--- src/rtl/egg_timer_pkg.sv ---
// egg_timer_pkg: shared FSM state encoding, BCD digit limits and BCD
// increment/decrement helpers for the egg timer countdown controller.
package egg_timer_pkg;

  localparam int DIGIT_W = 4;
  localparam int BYTE_W  = 2 * DIGIT_W;

  localparam logic [DIGIT_W-1:0] TENS_MAX = 4'd5;
  localparam logic [DIGIT_W-1:0] ONES_MAX = 4'd9;

  typedef enum logic [1:0] {
    IDLE  = 2'd0,
    RUN   = 2'd1,
    PAUSE = 2'd2,
    ALARM = 2'd3
  } state_t;

  // Two-digit BCD +1 over 00..59, wrapping 59 -> 00.
  function automatic logic [BYTE_W-1:0] bcd_inc(input logic [BYTE_W-1:0] v);
    logic [DIGIT_W-1:0] t;
    logic [DIGIT_W-1:0] o;
    t = v[BYTE_W-1:DIGIT_W];
    o = v[DIGIT_W-1:0];
    if (o == ONES_MAX) begin
      o = '0;
      t = (t == TENS_MAX) ? '0 : t + 1'b1;
    end else begin
      o = o + 1'b1;
    end
    return {t, o};
  endfunction

  // Two-digit BCD -1 over 00..59 with ones borrow; 00 wraps to 59.
  function automatic logic [BYTE_W-1:0] bcd_dec(input logic [BYTE_W-1:0] v);
    logic [DIGIT_W-1:0] t;
    logic [DIGIT_W-1:0] o;
    t = v[BYTE_W-1:DIGIT_W];
    o = v[DIGIT_W-1:0];
    if (o == '0) begin
      o = ONES_MAX;
      t = (t == '0) ? TENS_MAX : t - 1'b1;
    end else begin
      o = o - 1'b1;
    end
    return {t, o};
  endfunction

endpackage

--- src/rtl/egg_timer_ctrl_tick_gen.sv ---
// egg_tick_gen: free-running divider producing a registered one-cycle tick
// every DIV enabled cycles. clr or a low en parks the count at 0.
module egg_tick_gen #(
  parameter int DIV = 4
) (
  input  logic clk_in,
  input  logic reset,
  input  logic en,
  input  logic clr,
  output logic tick
);

  localparam int CW = (DIV > 2) ? $clog2(DIV) : 1;
  localparam logic [CW-1:0] LAST = CW'(DIV - 1);

  logic [CW-1:0] count_q;
  logic          tick_q;

  // Count 0..DIV-1 while enabled; tick registers on the terminal count.
  always_ff @(posedge clk_in) begin
    if (!reset) begin
      count_q <= '0;
      tick_q  <= 1'b0;
    end else if (clr || !en) begin
      count_q <= '0;
      tick_q  <= 1'b0;
    end else begin
      tick_q  <= (count_q == LAST);
      count_q <= (count_q == LAST) ? '0 : count_q + 1'b1;
    end
  end

  assign tick = tick_q;

endmodule

--- src/rtl/egg_timer_ctrl.sv ---
// egg_timer_ctrl: countdown controller holding MM:SS as four BCD digits,
// sequencing the tick divider and raising the alarm at 00:00.
// Optional feature macro ALARM_TIMEOUT_EN: alarm auto-clears after
// ALARM_SECS ticks; without it ALARM waits for start_stop or clear.
//
// Handshake: all control inputs are single-cycle pulses with no back
// pressure; each pulse is consumed on the edge that samples it, with
// priority clear > start_stop > inc_*.
module egg_timer_ctrl
  import egg_timer_pkg::*;
#(
  parameter int TICK_DIV   = 100_000_000,
  parameter int ALARM_SECS = 30
) (
  input  logic       clk_in,
  input  logic       reset,
  input  logic       start_stop,
  input  logic       clear,
  input  logic       inc_min,
  input  logic       inc_sec,
  output logic [7:0] min_bcd,
  output logic [7:0] sec_bcd,
  output logic       running,
  output logic       alarm,
  output logic       tick,
  output logic [1:0] state_dbg
);

  state_t state_q, state_d;

  logic [DIGIT_W-1:0] min_tens_q, min_ones_q, sec_tens_q, sec_ones_q;
  logic [DIGIT_W-1:0] min_tens_d, min_ones_d, sec_tens_d, sec_ones_d;

  logic [BYTE_W-1:0] min_cur, sec_cur, min_nxt, sec_nxt;
  logic [BYTE_W-1:0] min_dec, sec_dec;
  logic              time_zero, dec_zero;

  logic div_tick, div_en, div_clr;

  assign min_cur   = {min_tens_q, min_ones_q};
  assign sec_cur   = {sec_tens_q, sec_ones_q};
  assign time_zero = (min_cur == '0) && (sec_cur == '0);

  // One-second countdown step: borrow from minutes when seconds are 00.
  always_comb begin
    min_dec = min_cur;
    sec_dec = sec_cur;
    if (sec_cur != '0) begin
      sec_dec = bcd_dec(sec_cur);
    end else begin
      min_dec = bcd_dec(min_cur);
      sec_dec = {TENS_MAX, ONES_MAX};
    end
  end

  assign dec_zero = (min_dec == '0) && (sec_dec == '0);

`ifdef ALARM_TIMEOUT_EN
  localparam logic [5:0] ALARM_LAST = 6'(ALARM_SECS - 1);
  logic [5:0] alarm_cnt_q, alarm_cnt_d;
  logic       alarm_expire;

  // Counts ticks spent in ALARM; restarts from 0 on every ALARM entry.
  always_comb begin
    alarm_cnt_d = '0;
    if (state_q == ALARM && div_tick) alarm_cnt_d = alarm_cnt_q + 1'b1;
    else if (state_q == ALARM)        alarm_cnt_d = alarm_cnt_q;
  end

  assign alarm_expire = div_tick && (alarm_cnt_q == ALARM_LAST);

  // Alarm timeout counter register.
  always_ff @(posedge clk_in) begin
    if (!reset) alarm_cnt_q <= '0;
    else        alarm_cnt_q <= alarm_cnt_d;
  end
`else
  logic unused_alarm_secs;
  assign unused_alarm_secs = (ALARM_SECS < 1);
`endif

  // Next-state and time update; clear beats start_stop beats inc_*.
  always_comb begin
    state_d = state_q;
    min_nxt = min_cur;
    sec_nxt = sec_cur;
    case (state_q)
      IDLE: begin
        if (clear) begin
          min_nxt = '0;
          sec_nxt = '0;
        end else if (start_stop) begin
          if (!time_zero) state_d = RUN;
        end else begin
          if (inc_min) min_nxt = bcd_inc(min_cur);
          if (inc_sec) sec_nxt = bcd_inc(sec_cur);
        end
      end
      RUN: begin
        if (clear) begin
          state_d = IDLE;
          min_nxt = '0;
          sec_nxt = '0;
        end else begin
          if (div_tick) begin
            min_nxt = min_dec;
            sec_nxt = sec_dec;
          end
          if (div_tick && dec_zero) state_d = ALARM;
          else if (start_stop)      state_d = PAUSE;
        end
      end
      PAUSE: begin
        if (clear) begin
          state_d = IDLE;
          min_nxt = '0;
          sec_nxt = '0;
        end else if (start_stop) begin
          state_d = RUN;
        end
      end
      ALARM: begin
        min_nxt = '0;
        sec_nxt = '0;
        if (clear || start_stop) state_d = IDLE;
`ifdef ALARM_TIMEOUT_EN
        else if (alarm_expire)   state_d = IDLE;
`endif
      end
      default: begin
        state_d = IDLE;
        min_nxt = '0;
        sec_nxt = '0;
      end
    endcase
    {min_tens_d, min_ones_d} = min_nxt;
    {sec_tens_d, sec_ones_d} = sec_nxt;
  end

  // State and BCD digit registers.
  always_ff @(posedge clk_in) begin
    if (!reset) begin
      state_q    <= IDLE;
      min_tens_q <= '0;
      min_ones_q <= '0;
      sec_tens_q <= '0;
      sec_ones_q <= '0;
    end else begin
      state_q    <= state_d;
      min_tens_q <= min_tens_d;
      min_ones_q <= min_ones_d;
      sec_tens_q <= sec_tens_d;
      sec_ones_q <= sec_ones_d;
    end
  end

  // Divider follows the next state so no tick escapes into PAUSE/IDLE,
  // and restarts a full second on every entry into RUN.
`ifdef ALARM_TIMEOUT_EN
  assign div_en = (state_d == RUN) || (state_d == ALARM);
`else
  assign div_en = (state_d == RUN);
`endif
  assign div_clr = (state_d == RUN) && (state_q != RUN);

  egg_tick_gen #(
    .DIV (TICK_DIV)
  ) u_tick_gen (
    .clk_in (clk_in),
    .reset  (reset),
    .en     (div_en),
    .clr    (div_clr),
    .tick   (div_tick)
  );

  assign min_bcd   = min_cur;
  assign sec_bcd   = sec_cur;
  assign running   = (state_q == RUN);
  assign alarm     = (state_q == ALARM);
  assign tick      = div_tick;
  assign state_dbg = state_q;

endmodule

--- config.mk ---
export PLATFORM = sky130hd
export DESIGN_NAME = egg_timer_ctrl
export DESIGN_NICKNAME = d
export VERILOG_FILES = /design/src/rtl/egg_timer_pkg.sv /design/src/rtl/egg_timer_ctrl_tick_gen.sv /design/src/rtl/egg_timer_ctrl.sv
export SDC_FILE = /design/constraint.sdc
export NUM_CORES = 1
export LEC_CHECK = 0
export CAP_MARGIN = 20
export CORE_MARGIN = 10
export CORE_UTILIZATION = 30
export DETAILED_ROUTE_END_ITERATION = 16
export PLACE_DENSITY = 0.43
export SLEW_MARGIN = 15
export SYNTH_ARGS = -nofsm -noshare
export SYNTH_HDL_FRONTEND = slang
export SYNTH_SLANG_ARGS = --single-unit
--- constraint.sdc ---
create_clock -name clk_in -period 5.2 [get_ports clk_in]
set_input_delay 0.78 -clock clk_in [delete_from_list [all_inputs] [get_ports clk_in]]
set_output_delay 0.78 -clock clk_in [all_outputs]
set_load 0.01 [all_outputs]
# After elaboration in Yosys (flattened, before gate mapping)
# Index checks and enable logic that the tools add are counted.
# totals
wordCells	94
in_bits	6
register_bits	46
out_inout_bits	21
# op_classes
n_mux	37
n_bitwise	1
eq_ne	17
n_addsub	9
n_reduce_logical	23
# op_table
operator	count
$mux W8	13
$pmux W8 S4	2
$mux W4	12
$logic_not A8 Y1	4
$add A27 B1 Y27 const B	1
$eq A27 B27 Y1 const B	1
$mux W2	9
$add A4 B1 Y4 const B	4
$logic_not A4 Y1	4
$sub A4 B1 Y4 const B	4
$ne A3 B3 Y1 const B	5
$reduce_and A5 Y1	2
$eq A4 B3 Y1 const B	2
$eq A4 B4 Y1 const B	2
$pmux W2 S4	1
$reduce_and A4 Y1	2
$reduce_bool A8 Y1	1
$eq A2 B1 Y1 const B	2
$eq A2 B2 Y1 const B	2
$logic_and A1 B1 Y1	4
$ne A3 B2 Y1 const B	1
$reduce_or A3 Y1	1
$logic_not A2 Y1	1
$logic_or A1 B1 Y1	2
5 further kinds	5

# Logic depth before layout (Yosys ltp)
# logic_depth
depth_word	14
mapped_depth	10

# Cells and area by module
# Synthesis repeated with hierarchy kept, for this count alone.
# unflattened
cells_unflattened	372
area_unflattened_um2	3012.9
# by_module_without_submodules
module	cells_each	instances	area_per_inst_um2
egg_timer_ctrl	222	1	1700.4
egg_tick_gen	150	1	1312.5

# Worst setup path before layout
# OpenSTA, ideal clock, no wires.
# synth_timing
path_kind	register to register
from	register sec_ones_q[0]
to	register u_tick_gen.count_q[17]
path_slack_ns	2.752
setup_time_ns	0.145
path_buffers	2
path_stages_with_launch	10
arrival_time_ns	2.303
path_cell_list	dfxtp_1 > inv_1 > ha_1 > or3b_4 > nor4_4 > mux2_4 > nor4_2 > buf_6 > buf_6 > a211oi_2
# synth_between
elab_chain_len	13
elab_cells_between_ends	24
# synth_rtl
item	line_no	text
start, declared	egg_timer_ctrl.sv:31	logic [DIGIT_W-1:0] min_tens_q, min_ones_q, sec_tens_q, sec_ones_q;
start signal, assigned	egg_timer_ctrl.sv:153	sec_ones_q <= sec_ones_d;
$sub A4 B1 Y4 or $logic_not A4 Y1 (tied branches)	egg_timer_pkg.sv:43, egg_timer_pkg.sv:39	
$mux W4	egg_timer_pkg.sv:39	if (o == '0) begin
$mux W8	egg_timer_ctrl.sv:48	if (sec_cur != '0) begin
$logic_not A8 Y1	egg_timer_ctrl.sv:56	assign dec_zero = (min_dec == '0) && (sec_dec == '0);
$logic_and A1 B1 Y1	egg_timer_ctrl.sv:56	
$logic_and A1 B1 Y1	egg_timer_ctrl.sv:109	if (div_tick && dec_zero) state_d = ALARM;
$mux W2	egg_timer_ctrl.sv:109	
$mux W2	egg_timer_ctrl.sv:100	if (clear) begin
$pmux W2 S4 (*)	egg_timer_ctrl.sv:87	case (state_q)
$eq A2 B1 Y1 (*)	egg_timer_ctrl.sv:162, egg_timer_ctrl.sv:164	
$logic_and A1 B1 Y1 or $logic_not A1 Y1 (tied branches)	egg_timer_ctrl.sv:164, egg_timer_ctrl_tick_gen.sv:24	
$logic_or A1 B1 Y1 (*)	egg_timer_ctrl_tick_gen.sv:24	end else if (clr || !en) begin
$reduce_or A3 Y1 (no line) (*)	-	
end signal, assigned	egg_timer_ctrl_tick_gen.sv:29	count_q <= (count_q == LAST) ? '0 : count_q + 1'b1;
end, declared	egg_timer_ctrl_tick_gen.sv:16	logic [CW-1:0] count_q;
# Mark *: on every way between the ends. The rest lies on a longest branch, timed or not.
# A chain may end at the register's enable or synchronous reset.

# Worst setup path after layout
# layout_timing
from	register sec_tens_q[0]
to	register u_tick_gen.count_q[0]
# layout_between
elab_chain_len	14
elab_cells_between_ends	24
# layout_rtl
item	line_no	text
start, declared	egg_timer_ctrl.sv:31	
start signal, assigned	egg_timer_ctrl.sv:152	sec_tens_q <= sec_tens_d;
$sub A4 B1 Y4 or $logic_not A4 Y1 (tied branches)	egg_timer_pkg.sv:41	t = (t == '0) ? TENS_MAX : t - 1'b1;
$mux W4	egg_timer_pkg.sv:41	
$mux W4	egg_timer_pkg.sv:39	
$mux W8	egg_timer_ctrl.sv:48	
$logic_not A8 Y1	egg_timer_ctrl.sv:56	
$logic_and A1 B1 Y1	egg_timer_ctrl.sv:56	
$logic_and A1 B1 Y1	egg_timer_ctrl.sv:109	
$mux W2	egg_timer_ctrl.sv:109	
$mux W2	egg_timer_ctrl.sv:100	
$pmux W2 S4 (*)	egg_timer_ctrl.sv:87	
$eq A2 B1 Y1 (*)	egg_timer_ctrl.sv:162, egg_timer_ctrl.sv:164	
$logic_and A1 B1 Y1 or $logic_not A1 Y1 (tied branches)	egg_timer_ctrl.sv:164, egg_timer_ctrl_tick_gen.sv:24	
$logic_or A1 B1 Y1 (*)	egg_timer_ctrl_tick_gen.sv:24	
$reduce_or A3 Y1 (no line) (*)	-	
# Marked as above.

==> results.toml <==
[outcome]
status = "finished, final reports clean"

[power_and_ir_drop]
p_int_uw = 566.1
combPwrFrac = 0.186
p_per_area_mw_per_mm2 = 230.3
p_leak_nw = 1.156
power.net_switching_uw = 249.8
ir_worst_vdd_uv = 101.4
power.clock.fraction = 0.355
seq_power_share = 0.459
p_sw_frac = 0.3061
power_uw = 815.8

[sta]
finalSetupViolCount = 0
max_freq_mhz = 336.9
drv_slew = 0
period_share = 0.5709
fin_skew_ns = 0.01136
maxSlewHeadroom = 0.4180
finalSetupTns_ns = 0
period_minus_slack_ns = 2.969
hold_viol = 0
worstMarginPinSlew_ns = 0.8658
rsz0062_at_grt = "no"
setup_slack_ns = 2.231

[route]
viasPerCell = 5.447
firstDrtPassIters = 4
ant_nets = 0
wl_per_cell_um = 16.59
drt_wl_total_um = 8542
drc_errors = 0
drt-initial-drc-count = 142
num_vias = 2805

[clock_network]
cts_tree = "built"
cts.sinks = 46
path_clk_slew_ns = 0.10
ctsHoldBuffers = 0
clock_tree.htree_level_count = 2
cts_made_buffers = 5
cts_resized = 0
clk_path_buf_depth = 2
post_cts_buffers = 0
insertion_delay_ns = 0.32
cts_root_buf = "clkbuf_8"

[synth]
synthArstFlopShare = 0
yosysUniqueCellTypes = 60
synth_ff_type = "dfxtp_1"
synth_cells = 367
ys_seq_elements = 46
yosysWarnings = 0
syn_area_mm2 = 0.003073
ys_seq_area_frac = 0.2997
synthTopCellsByArea = "dfxtp_1 30%, ha_1 6.1%, xor2_1 5.4%, a211oi_1 5.4%, nand3_1 3.7%"
avgSynthCellArea_um2 = 8.373
yosysTopAreaCellShare = 0.2997
synth_top_area_cell = "dfxtp_1"
synth_edf_count = 0
syn_nets = 388

[place]
placed_cells = 507
io_buffers = 26
finalWeightedCongestion = 0.7599
dp_hpwl_um = 5861
pre_cts_ws_ns = 2.078

[floorplanning]
initial_core_util = 0.3115
coreArea_mm2 = 0.009864
die_area_mm2 = 0.01469
fp.dieW_um = 121.2
io_pins = 27
rows = 36
fp.dieH_um = 121.2

[worst_setup_path]
cp_max_fo = 29
path_class = "reg -> reg"
startpoint_type = "flip-flop"
crit_arrival_ns = 3.20
crit_path_top_delay_cell = "nor3b_2"
crit_family = "simple AND/OR/NAND/NOR gates"
critPathMaxStageDelay_ns = 0.61
crit_buf_inv = 2
crit_chain = "inv_1, ha_1, nor3b_2, nand3_1, o21ai_1, nor4_4, buf_4, a211oi_1"
worst_setup_path_end_kind = "flip-flop"
worstPathRequired_ns = 5.43

[finish]
num-nets-final = 402
syn2layout_area_growth_pct = 15.27
mostFrequentLayoutCell = "dfxtp_1"
drive_gt1_frac = 0.09424
multi_input_area_mm2 = 0.001966
diodes = 0
final_cell_mix = "46 x dfxtp_1, 26 x clkdlybuf4s50_1, 23 x nand3_1"
register_area_um2 = 920.9
final_cells = 515
fill_cells = 1011

[global_routing]
grt_pass1_wl_um = 14440
track_usage = 0.1185
grt_max_degree = 42
antenna_found_initial = 0
grt_overflow = 0
grt_pass1_vias = 2684

[job]
drv_cap = 0

[hold_path]
hp-class = "reg -> reg"
-- layer usage --
layer / GRT usage / part of all wire
met5: 0 / 0
met3: 0.02652 / 0.057
met1: 0.1757 / 0.53
met2: 0.1653 / 0.40
met4: 0.03279 / 0.011
-- worst paths after layout --
| path | start | endpoint | slack (ns) | depth (start not counted) |
|---|---|---|---|---|
| setup reg to reg | sec_tens_q[0]$_SDFFE_PN0P_ | u_tick_gen.count_q[0]$_SDFF_PP0_ | 2.23 | 8 |
| hold reg to reg | u_tick_gen.count_q[0]$_SDFF_PP0_ | u_tick_gen.count_q[0]$_SDFF_PP0_ | 0.51 | 1 |
| setup / recovery | sec_tens_q[0]$_SDFFE_PN0P_ | u_tick_gen.count_q[0]$_SDFF_PP0_ | 2.23 | 8 |
| hold / removal | u_tick_gen.count_q[0]$_SDFF_PP0_ | u_tick_gen.count_q[0]$_SDFF_PP0_ | 0.51 | 1 |
-- through the flow --
step                cell area (um2)  hold WS, ns    util
finish                         3542       0.5082  0.3591
global route                   3542       0.5558  0.3591
CTS                            3542       0.5082  0.3591
detailed placement             3430       0.4951  0.3477
global placement               3430       0.4865  0.3477
floorplan                      3073       0.4633       -
-- flip-flops by register name, indices dropped and copies added, names as in the netlist --
signal              count
u_tick_gen.tick         1
u_tick_gen.count_q     27
state_dbg               2
sec_tens_q              4
sec_ones_q              4
min_tens_q              4
min_ones_q              4
-- area by class of cell --
class / instances / share of cell area
Clock buffer: 5 / 0.01943
Clock inverter: 3 / 0.01236
Inverter: 21 / 0.02225
Multi-Input combinational cell: 276 / 0.5549
Sequential cell: 46 / 0.2600
Tap cell: 133 / 0.04698
Timing Repair Buffer: 31 / 0.08407
-- power by group through the flow --
stage / Sequential, mW / Combinational, mW / Clock (mW)
floorplan: 0.381 / 0.101 / 0
global placement: 0.383 / 0.151 / 0
detailed placement: 0.382 / 0.151 / 0
CTS: 0.374 / 0.152 / 0.295
global route: 0.376 / 0.168 / 0.309
finish: 0.374 / 0.152 / 0.290
-- cell families (layout without fill, tap and decap cells) --
logic type / after synthesis / in the layout / synth area share
AOI/OAI and AO/OA: 102 / 102 / 0.2443
xor gates and xnor gates: 27 / 27 / 0.07696
muxes: 3 / 3 / 0.01140
buffers and inverters: 45 / 60 / 0.06514
DFF: 46 / 46 / 0.2997
adders and majority gates: 15 / 15 / 0.06107
and+or+nand+nor: 129 / 129 / 0.2415
-- synthesized netlist by cell type, types with 3 or more instances --
master     n
a211oi_1  22
a211oi_2   9
a21oi_1   15
a31oi_1    4
and3_1     8
buf_2      7
clkbuf_1  12
dfxtp_1   46
ha_1      15
inv_1     20
nand2_1   18
nand2b_1   5
nand3_1   23
nand4_1   11
nor2_1    21
nor3_1    12
nor3b_1    5
nor3b_2    3
nor4_1     4
nor4_2     3
o211ai_1   3
o21ai_0   19
o21ai_1    3
xnor2_1    8
xor2_1    19
-- worst reg2reg max path: stages, from the launching register on --
cell and delay (ns):
dfxtp_1 0.46, inv_1 0.14, ha_1 0.21, nor3b_2 0.61, nand3_1 0.41, o21ai_1 0.41
nor4_4 0.09, buf_4 0.27, a211oi_1 0.29
Power figures use the tool's default switching activity.
